File: config.mk
export PLATFORM = sky130hd
export DESIGN_NAME = uart_tx_cfg
export DESIGN_NICKNAME = d
export VERILOG_FILES = /design/src/rtl/uart_pkg.sv /design/src/rtl/uart_baud_gen.sv /design/src/rtl/uart_tx_cfg.sv
export SDC_FILE = /design/constraint.sdc
export NUM_CORES = 1
export LEC_CHECK = 0
export CORE_ASPECT_RATIO = 1.25
export CORE_MARGIN = 5
export CORE_UTILIZATION = 50
export CTS_CLUSTER_DIAMETER = 200
export CTS_CLUSTER_SIZE = 10
export DETAILED_ROUTE_END_ITERATION = 16
export PLACE_DENSITY_LB_ADDON = 0.08
export SYNTH_ARGS = -nofsm -noshare
export SYNTH_HDL_FRONTEND = slang
export SYNTH_SLANG_ARGS = --single-unit
File: constraint.sdc
create_clock -name sourceClk -period 2.3 [get_ports sourceClk]
set_clock_uncertainty 0.15 [all_clocks]
set_input_delay 0.23 -clock sourceClk [delete_from_list [all_inputs] [get_ports sourceClk]]
set_output_delay 0.23 -clock sourceClk [all_outputs]
set_load 0.02 [all_outputs]
File: src/rtl/uart_pkg.sv
// Shared types and elaboration helpers for the configurable UART transmitter.
// The PARITY state exists only when UART_TX_PARITY_EN is defined.
package uart_pkg;

    typedef enum logic [2:0] {
        IDLE,
        START,
        DATA,
`ifdef UART_TX_PARITY_EN
        PARITY,
`endif
        STOP
    } uart_tx_state_t;

    localparam logic [1:0] DATA_BITS_5 = 2'd0;
    localparam logic [1:0] DATA_BITS_6 = 2'd1;
    localparam logic [1:0] DATA_BITS_7 = 2'd2;
    localparam logic [1:0] DATA_BITS_8 = 2'd3;

    // Rounded fractional baud step: round(baud * 2^acc_width / src_freq).
    function automatic longint unsigned calc_inc(input longint unsigned src_freq,
                                                 input longint unsigned baud,
                                                 input int              acc_width);
        return ((baud << acc_width) + (src_freq / 64'd2)) / src_freq;
    endfunction

endpackage

File: src/rtl/uart_baud_gen.sv
// Fractional baud accumulator; tick fires on the cycle whose sum carries into the MSB,
// so a bit boundary cleared by the caller yields exactly ceil(2^ACC_WIDTH / INC) cycles.
module uart_baud_gen #(
    parameter int               ACC_WIDTH = 16,
    parameter logic [ACC_WIDTH:0] INC     = '0
) (
    input  logic sourceClk,
    input  logic reset,
    input  logic clear,
    input  logic en,
    output logic tick
);

    logic [ACC_WIDTH:0] acc_q;
    logic [ACC_WIDTH:0] acc_d;
    logic [ACC_WIDTH:0] sum;

    assign sum  = acc_q + INC;
    assign tick = en & sum[ACC_WIDTH];

    always_comb begin
        acc_d = acc_q;
        if (clear) begin
            acc_d = '0;
        end else if (en) begin
            acc_d = sum;
        end
    end

    always_ff @(posedge sourceClk or negedge reset) begin
        if (!reset) begin
            acc_q <= '0;
        end else begin
            acc_q <= acc_d;
        end
    end

endmodule

File: src/rtl/uart_tx_cfg.sv
// Configurable UART transmitter: 5..8 data bits, optional parity, 1 or 2 stop bits.
// Parity support is compiled in only when UART_TX_PARITY_EN is defined.
module uart_tx_cfg
    import uart_pkg::*;
#(
    parameter int unsigned SOURCE_FREQ = 25000000,
    parameter int unsigned BAUD        = 115200,
    parameter int          ACC_WIDTH   = 16
) (
    input  logic       sourceClk,
    input  logic       reset,
    input  logic       tx_valid,
    output logic       tx_ready,
    input  logic [7:0] tx_byte,
    input  logic [1:0] data_bits,
    input  logic       stop2,
    input  logic       parity_en,
    input  logic       parity_odd,
    output logic       tx_out,
    output logic       tx_busy,
    output logic       tx_complete
);

    localparam longint unsigned INC_FULL = calc_inc(64'(SOURCE_FREQ), 64'(BAUD), ACC_WIDTH);
    localparam logic [ACC_WIDTH:0] INC = INC_FULL[ACC_WIDTH:0];

    generate
        if (INC_FULL == 64'd0 || INC_FULL >= (64'd1 << ACC_WIDTH)) begin : g_bad_inc
            $error("uart_tx_cfg: baud increment out of range for SOURCE_FREQ/BAUD/ACC_WIDTH");
        end
    endgenerate

    uart_tx_state_t state_q, state_d;
    logic [7:0]     data_q, data_d;
    logic [1:0]     nbits_q, nbits_d;
    logic           stop2_q, stop2_d;
    logic           stop_cnt_q, stop_cnt_d;
    logic [2:0]     bit_cnt_q, bit_cnt_d;
    logic           tx_out_q, tx_out_d;
    logic           ready_q, ready_d;
    logic           complete_q, complete_d;
    logic           tick;
    logic           in_idle;
    logic [2:0]     last_idx;

`ifdef UART_TX_PARITY_EN
    logic           par_en_q, par_en_d;
    logic           par_bit_q, par_bit_d;
    logic [7:0]     par_mask;
    logic           par_calc;

    // Only the configured data bits contribute to parity.
    assign par_mask = 8'hFF >> (2'd3 - data_bits);
    assign par_calc = (^(tx_byte & par_mask)) ^ parity_odd;
`else
    logic           unused_parity_inputs;
    assign unused_parity_inputs = parity_en ^ parity_odd;
`endif

    assign in_idle  = (state_q == IDLE);
    assign last_idx = 3'd4 + {1'b0, nbits_q};

    uart_baud_gen #(
        .ACC_WIDTH (ACC_WIDTH),
        .INC       (INC)
    ) u_baud (
        .sourceClk (sourceClk),
        .reset     (reset),
        .clear     (in_idle | tick),
        .en        (~in_idle),
        .tick      (tick)
    );

    always_comb begin
        state_d    = state_q;
        data_d     = data_q;
        nbits_d    = nbits_q;
        stop2_d    = stop2_q;
        stop_cnt_d = stop_cnt_q;
        bit_cnt_d  = bit_cnt_q;
        tx_out_d   = tx_out_q;
        ready_d    = ready_q;
        complete_d = 1'b0;
`ifdef UART_TX_PARITY_EN
        par_en_d   = par_en_q;
        par_bit_d  = par_bit_q;
`endif
        case (state_q)
            IDLE: begin
                ready_d  = 1'b1;
                tx_out_d = 1'b1;
                if (tx_valid && ready_q) begin
                    data_d   = tx_byte;
                    nbits_d  = data_bits;
                    stop2_d  = stop2;
`ifdef UART_TX_PARITY_EN
                    par_en_d  = parity_en;
                    par_bit_d = par_calc;
`endif
                    tx_out_d = 1'b0;
                    ready_d  = 1'b0;
                    state_d  = START;
                end
            end
            START: begin
                if (tick) begin
                    state_d   = DATA;
                    bit_cnt_d = 3'd0;
                    tx_out_d  = data_q[0];
                end
            end
            DATA: begin
                if (tick) begin
                    if (bit_cnt_q == last_idx) begin
`ifdef UART_TX_PARITY_EN
                        if (par_en_q) begin
                            state_d  = PARITY;
                            tx_out_d = par_bit_q;
                        end else
`endif
                        begin
                            state_d    = STOP;
                            tx_out_d   = 1'b1;
                            stop_cnt_d = 1'b0;
                        end
                    end else begin
                        bit_cnt_d = bit_cnt_q + 3'd1;
                        tx_out_d  = data_q[bit_cnt_q + 3'd1];
                    end
                end
            end
`ifdef UART_TX_PARITY_EN
            PARITY: begin
                if (tick) begin
                    state_d    = STOP;
                    tx_out_d   = 1'b1;
                    stop_cnt_d = 1'b0;
                end
            end
`endif
            STOP: begin
                if (tick) begin
                    if (stop2_q && !stop_cnt_q) begin
                        stop_cnt_d = 1'b1;
                    end else begin
                        state_d    = IDLE;
                        complete_d = 1'b1;
                        ready_d    = 1'b1;
                    end
                end
            end
            default: begin
                state_d  = IDLE;
                tx_out_d = 1'b1;
            end
        endcase
    end

    always_ff @(posedge sourceClk or negedge reset) begin
        if (!reset) begin
            state_q    <= IDLE;
            data_q     <= '0;
            nbits_q    <= DATA_BITS_8;
            stop2_q    <= 1'b0;
            stop_cnt_q <= 1'b0;
            bit_cnt_q  <= '0;
            tx_out_q   <= 1'b1;
            ready_q    <= 1'b0;
            complete_q <= 1'b0;
`ifdef UART_TX_PARITY_EN
            par_en_q   <= 1'b0;
            par_bit_q  <= 1'b0;
`endif
        end else begin
            state_q    <= state_d;
            data_q     <= data_d;
            nbits_q    <= nbits_d;
            stop2_q    <= stop2_d;
            stop_cnt_q <= stop_cnt_d;
            bit_cnt_q  <= bit_cnt_d;
            tx_out_q   <= tx_out_d;
            ready_q    <= ready_d;
            complete_q <= complete_d;
`ifdef UART_TX_PARITY_EN
            par_en_q   <= par_en_d;
            par_bit_q  <= par_bit_d;
`endif
        end
    end

    assign tx_out      = tx_out_q;
    assign tx_ready    = ready_q;
    assign tx_busy     = ~ready_q;
    assign tx_complete = complete_q;

endmodule

# Word-level counts from Yosys, hierarchy flattened

Index checks and enable logic that the tools add are counted.
Widths: inputs -> output; s select.

Register bits after elaboration: 38
Output and inout bits: 4
Word-level logic and storage cells: 76

$add $sub $neg: 3
$lt $le $gt $ge: 1
Equality and inequality tests: 13
Multiplexer cells: 31
Bitwise logic cells: 5
Reduce and logical (&&, ||, !) cells: 13

Operator list:

| kind                  | number |
|---|---|
| $mux 17               | 2 |
| $mux 3                | 9 |
| $add 17x9->17 const B | 1 |
| $mux 1                | 14 |
| $ne 2x2->1 const B    | 7 |
| $pmux 3 s4            | 1 |
| $eq 3x2->1 const B    | 2 |
| $pmux 3 s2            | 1 |
| $reduce_and 3->1      | 2 |
| $reduce_and 6->1      | 1 |
| $reduce_bool 2->1     | 3 |
| $reduce_and 5->1      | 1 |
| $lt 3x4->1 const B    | 1 |
| $ne 2x1->1 const B    | 2 |
| $pmux 1 s2            | 2 |
| $pmux 1 s4            | 1 |
| $reduce_and 4->1      | 1 |
| $add 3x1->3 const B   | 1 |
| $add 3x2->3 const A   | 1 |
| $bmux 1 s3            | 1 |
| $eq 3x1->1 const B    | 1 |
| $eq 3x3->1            | 1 |
| $logic_not 3->1       | 1 |
| $not 1->1             | 3 |
| 5 further kinds       | 6 |

# Longest topological paths before layout

Depth after elaboration: 6
Mapped depth: 8

# Modules after synthesis

Synthesis repeated with hierarchy kept, for this count alone.

Cells, all modules: 188
Area, all modules: 1974.4 µm²

By module, submodules not included:

| module        | instances | cells each | area each (µm²) |
|---|---|---|---|
| uart_tx_cfg   | 1         | 92         | 1096.1 |
| uart_baud_gen | 1         | 96         | 878.3 |

# Least setup slack after synthesis

No wires, ideal clock.

Path type: register -> register
Start: register bit_cnt_q[0]
End: register tx_out_q, in the netlist tx_out
Setup time: 0.082 ns
Arrival: 1.729 ns
Required time: 2.068 ns
Setup slack: 0.339 ns
Stages on the path, launching flop included: 7
Path buffers: 0
Path through: dfrtp_1 > ha_1 > mux4_1 > mux2i_1 > nand2_1 > a221o_1 > mux2_4

Cells in the longest elaborated chain, start to end: 6
Elaborated cells between the ends (all ways): 7
Those cells by class: add/sub: 1; eq/ne: 1; mux: 5

RTL lines:

| item                         | RTL line           | RTL |
|---|---|---|
| start, declared              | uart_tx_cfg.sv:38  | `logic [2:0] bit_cnt_q, bit_cnt_d;` |
| start signal, assigned       | uart_tx_cfg.sv:180 | `bit_cnt_q <= bit_cnt_d;` |
| $add 3x1->3                  | uart_tx_cfg.sv:128 | `tx_out_d = data_q[bit_cnt_q + 3'd1];` |
| $bmux 1 s3                   | uart_tx_cfg.sv:128 |  |
| $mux 1 (implied by the code) | uart_tx_cfg.sv:128 |  |
| $mux 1 *                     | uart_tx_cfg.sv:114 | `if (bit_cnt_q == last_idx) begin` |
| $mux 1 *                     | uart_tx_cfg.sv:113 | `if (tick) begin` |
| $pmux 1 s4 *                 | uart_tx_cfg.sv:88  | `case (state_q)` |
| end signal, assigned         | uart_tx_cfg.sv:181 | `tx_out_q <= tx_out_d;` |
| end, declared                | uart_tx_cfg.sv:39  | `logic tx_out_q, tx_out_d;` |

Every way passes the cells marked *; elsewhere a longest branch is shown, timed or not. The select of a mux whose other input is x is not followed.
A chain may end at the register's enable or synchronous reset.

# Worst setup path after layout

Ends and elaborated chain as after synthesis.

==> flow_summary.json <==
{
  "run_status": "completed",
  "clock_tree.buffer_depth": 2,
  "route.met2.wl_mm": 1.97,
  "timing.critical_path.to_type": "register",
  "overflow": 0,
  "initial_core_util_pct": 51.5,
  "max_cap_violations": 0,
  "timing.critical_path.arrival_ns": 2.22,
  "cts_hold_buf": 0,
  "top_layer_used": "met4",
  "power.leakage_nw": 0.977,
  "dominantRegCellSynth": "sky130_fd_sc_hd__dfrtp_1",
  "vias_per_cell": 5.81,
  "timing.setup.critical_path_class": "register to register",
  "tns_ns": 0,
  "synth_warnings": 0,
  "max_stage_delay_ns": 0.47,
  "power.switching_mw": 1.07,
  "buffer_ports.inserted": 17,
  "tritoncts": "yes",
  "regToRegStartpoint": "bit_cnt_q[0]$_DFFE_PN0P_",
  "netlist_area_um2": 1930,
  "synth_seq_area_share_pct": 46.8,
  "rrSetupSlack_ns": 0.15,
  "share_of_final_layout_standard_cells_stronger_than_drive_strength_1_pct": 17.8,
  "pwr-share-comb_pct": 43.2,
  "finalNetCount": 218,
  "flow.area_growth_from_synthesis_pct": 17.4,
  "start_kind": "register",
  "grt_usage_pct": 16.0,
  "route.detailed.drc": 0,
  "worst_r2r_path_depth": 6,
  "dr_wl_cell_um": 15.5,
  "internal_power_mw": 1.85,
  "max_freq_ghz": 0.466,
  "clkSinkCount": 36,
  "power.share.switching_pct": 36.7,
  "finalMaxSlewViolations": 0,
  "grt_first_pass_wirelength_mm": 6.49,
  "half_perimeter_wire_length_of_the_detailed_placement_result_mm": 2.66,
  "power_frac_clock_pct": 19.1,
  "cp_cell_sequence": "ha_1 > mux4_1 > mux2i_1 > nand2_1 > a221o_1 > mux2_4",
  "cts-root-buf": "sky130_fd_sc_hd__clkbuf_8",
  "routed_wirelength_mm": 3.68,
  "reg2reg_to": "tx_out$_DFFE_PN1P_",
  "post_cts_buffers": 0,
  "peakVddDrop_mv": 0.655,
  "critPathRequiredTime_ns": 2.37,
  "commonest_non_fill_non_tap_cells_in_the_layout": "sky130_fd_sc_hd__dfrtp_1 (33), sky130_fd_sc_hd__nor2_1 (20), sky130_fd_sc_hd__clkdlybuf4s50_1 (17), sky130_fd_sc_hd__nand2_1 (12), sky130_fd_sc_hd__mux2_2 (12)",
  "synth_cells": 173,
  "dp_worst_setup_slack_ns": 0.176,
  "route.antenna.remaining_nets": 0,
  "met3RoutedLength_um": 142,
  "wl_met1_mm": 1.55,
  "via_count": 1377,
  "synth-seq-cells": 36,
  "ports_placed_on_the_boundary": 20,
  "netlist-cell-type-count": 43,
  "critical_path.slowest_cell": "sky130_fd_sc_hd__dfrtp_1",
  "pwr-share-seq_pct": 37.7,
  "rows": 25,
  "largest_net_degree_at_the_start_of_global_routing": 37,
  "initialDrtViolationCount": 75,
  "first_global_vias": 1418,
  "clk_transition_reported_paths_ns": 0.08,
  "fill_cells": 312,
  "number_of_flops_mapped_to_enable_cells_by_yosys": 0,
  "async_flop_share_pct": 100,
  "timing.final.crit_share_pct": 93.3,
  "syn_nets": 195,
  "layout_min_cycle_time_ns": 2.15,
  "unrepaired_setup_endpoints_after_global_routing": "no",
  "antenna_cells_inserted": 0,
  "final_std_cell_area_no_fill_um2": 2270,
  "avg_synthesized_cell_area_um2": 11.2,
  "detailedRoute.firstPassIterationCount": 4,
  "clock_network_latency_to_the_later_pin_of_the_worst_skew_pair_ns": 0.29,
  "die_x_um": 65.6,
  "cts_resized": 0,
  "htree_num_levels": 2,
  "placedInstanceArea_um2": 2160,
  "timing.critical_path.fanout_max": 6,
  "setup_viol": 0,
  "core_region_area_um2": 3750,
  "hold_path_class": "input port to async pin",
  "layout_commonest_cell": "sky130_fd_sc_hd__dfrtp_1",
  "power-per-cell-area_nw_per_um2": 1290,
  "gp_congestion": 0.853,
  "floorplan.die.height_um": 79.5,
  "die-area_um2": 5210,
  "worst_slack_ns": 0.154,
  "hold_viol_final": 0,
  "cts_bufs_inserted": 5,
  "antenna_found_initial": 0
}
-- synth_stat cells, types with 2 or more instances --
| cell type | count | area [µm²] |
|---|---|---|
| sky130_fd_sc_hd__nor4_1 | 3 | 18.8 |
| sky130_fd_sc_hd__mux4_1 | 2 | 52.6 |
| sky130_fd_sc_hd__mux2_2 | 12 | 135 |
| sky130_fd_sc_hd__nor2_1 | 20 | 75.1 |
| sky130_fd_sc_hd__ha_1 | 6 | 75.1 |
| sky130_fd_sc_hd__nand3_1 | 9 | 45.0 |
| sky130_fd_sc_hd__mux2i_1 | 2 | 20.0 |
| sky130_fd_sc_hd__xor2_1 | 6 | 52.6 |
| sky130_fd_sc_hd__xnor2_1 | 7 | 61.3 |
| sky130_fd_sc_hd__inv_1 | 8 | 30.0 |
| sky130_fd_sc_hd__nor3_1 | 5 | 25.0 |
| sky130_fd_sc_hd__a31oi_1 | 3 | 18.8 |
| sky130_fd_sc_hd__o31ai_1 | 2 | 15.0 |
| sky130_fd_sc_hd__clkbuf_1 | 4 | 15.0 |
| sky130_fd_sc_hd__o41ai_1 | 2 | 17.5 |
| sky130_fd_sc_hd__dfrtp_1 | 33 | 826 |
| sky130_fd_sc_hd__a21oi_1 | 6 | 30.0 |
| sky130_fd_sc_hd__and3_1 | 3 | 18.8 |
| sky130_fd_sc_hd__dfstp_2 | 3 | 78.8 |
| sky130_fd_sc_hd__nand2_1 | 12 | 45.0 |
| sky130_fd_sc_hd__nand2b_1 | 3 | 18.8 |
-- worst max-delay path by stage --
stage,to,from,slack [ns],cells past startpoint
after CTS,tx_out$_DFFE_PN1P_,bit_cnt_q[0]$_DFFE_PN0P_,0.16,6
after global routing,state_q[1]$_DFFE_PN0P_,state_q[0]$_DFFE_PN0P_,0.05,6
after global placement,tx_out$_DFFE_PN1P_,bit_cnt_q[0]$_DFFE_PN0P_,0.18,6
final,tx_out$_DFFE_PN1P_,bit_cnt_q[0]$_DFFE_PN0P_,0.15,6
after floorplan,tx_out$_DFFE_PN1P_,bit_cnt_q[0]$_DFFE_PN0P_,0.34,6
after detailed placement,tx_out$_DFFE_PN1P_,bit_cnt_q[0]$_DFFE_PN0P_,0.18,6
-- worst max-delay path: cells and delay by family (launching register included) --
family          cells  cell delay (ns)
simple gates        1             0.08
fa+ha+maj           1             0.36
compound gates      1             0.31
mux                 3             0.71
flops               1             0.47
-- power by group through the flow --
| stage | logic (mW) | clock network [mW] | registers [mW] |
|---|---|---|---|
| after floorplan | 0.960 | 0 | 1.08 |
| after global placement | 1.23 | 0 | 1.10 |
| after detailed placement | 1.26 | 0 | 1.11 |
| after CTS | 1.27 | 0.573 | 1.10 |
| after global routing | 1.40 | 0.601 | 1.14 |
| final | 1.26 | 0.558 | 1.10 |
-- state kept, by name (all words and copies together) (netlist names) --
signal and flops:
stop_cnt_q 1, data_q 8, u_baud.acc_q 16, nbits_q 2, tx_ready 1, tx_complete 1, bit_cnt_q 3, tx_out 1
stop2_q 1, state_q 2
-- kinds of logic after synthesis --
logic type / Yosys count / share of synthesized area (%)
AOI/OAI and AO/OA: 25 / 9.91
muxes: 17 / 11.5
buffers and inverters: 13 / 2.91
other: 1 / 0.194
adders and majority gates: 6 / 3.89
DFF: 36 / 46.8
xor gates and xnor gates: 15 / 8.74
and+or+nand+nor: 60 / 16.0
-- stage by stage --
stage	hold slack (ns)	instances	util (%)	power, mW
6_report	0.206	237	60.4	2.92
5_1_grt	0.260	237	60.4	3.14
2_1_floorplan	-0.216	173	-	2.04
3_5_place_dp	0.337	229	57.4	2.37
4_1_cts	0.216	237	60.4	2.94
3_3_place_gp	0.337	229	57.4	2.33
-- area by class of cell --
class | count | area (µm²) | share of cell area (%)
clock inverters | 3 | 42.5 | 1.88
multi-input cells | 124 | 971 | 42.8
clock buffers | 5 | 68.8 | 3.04
repair buffers | 21 | 200 | 8.83
inverters | 8 | 30.0 | 1.32
flip-flops and latches | 36 | 905 | 39.9
well taps | 40 | 50.0 | 2.21
-- routing by layer --
metal / vias up / global-route usage [%]
li1: 660 / -
met1: 683 / 19.6
met2: 32 / 27.3
met3: 2 / 3.66
met4: 0 / 6.02
met5: - / 0
No activity file was read; power rests on OpenSTA's default activity.
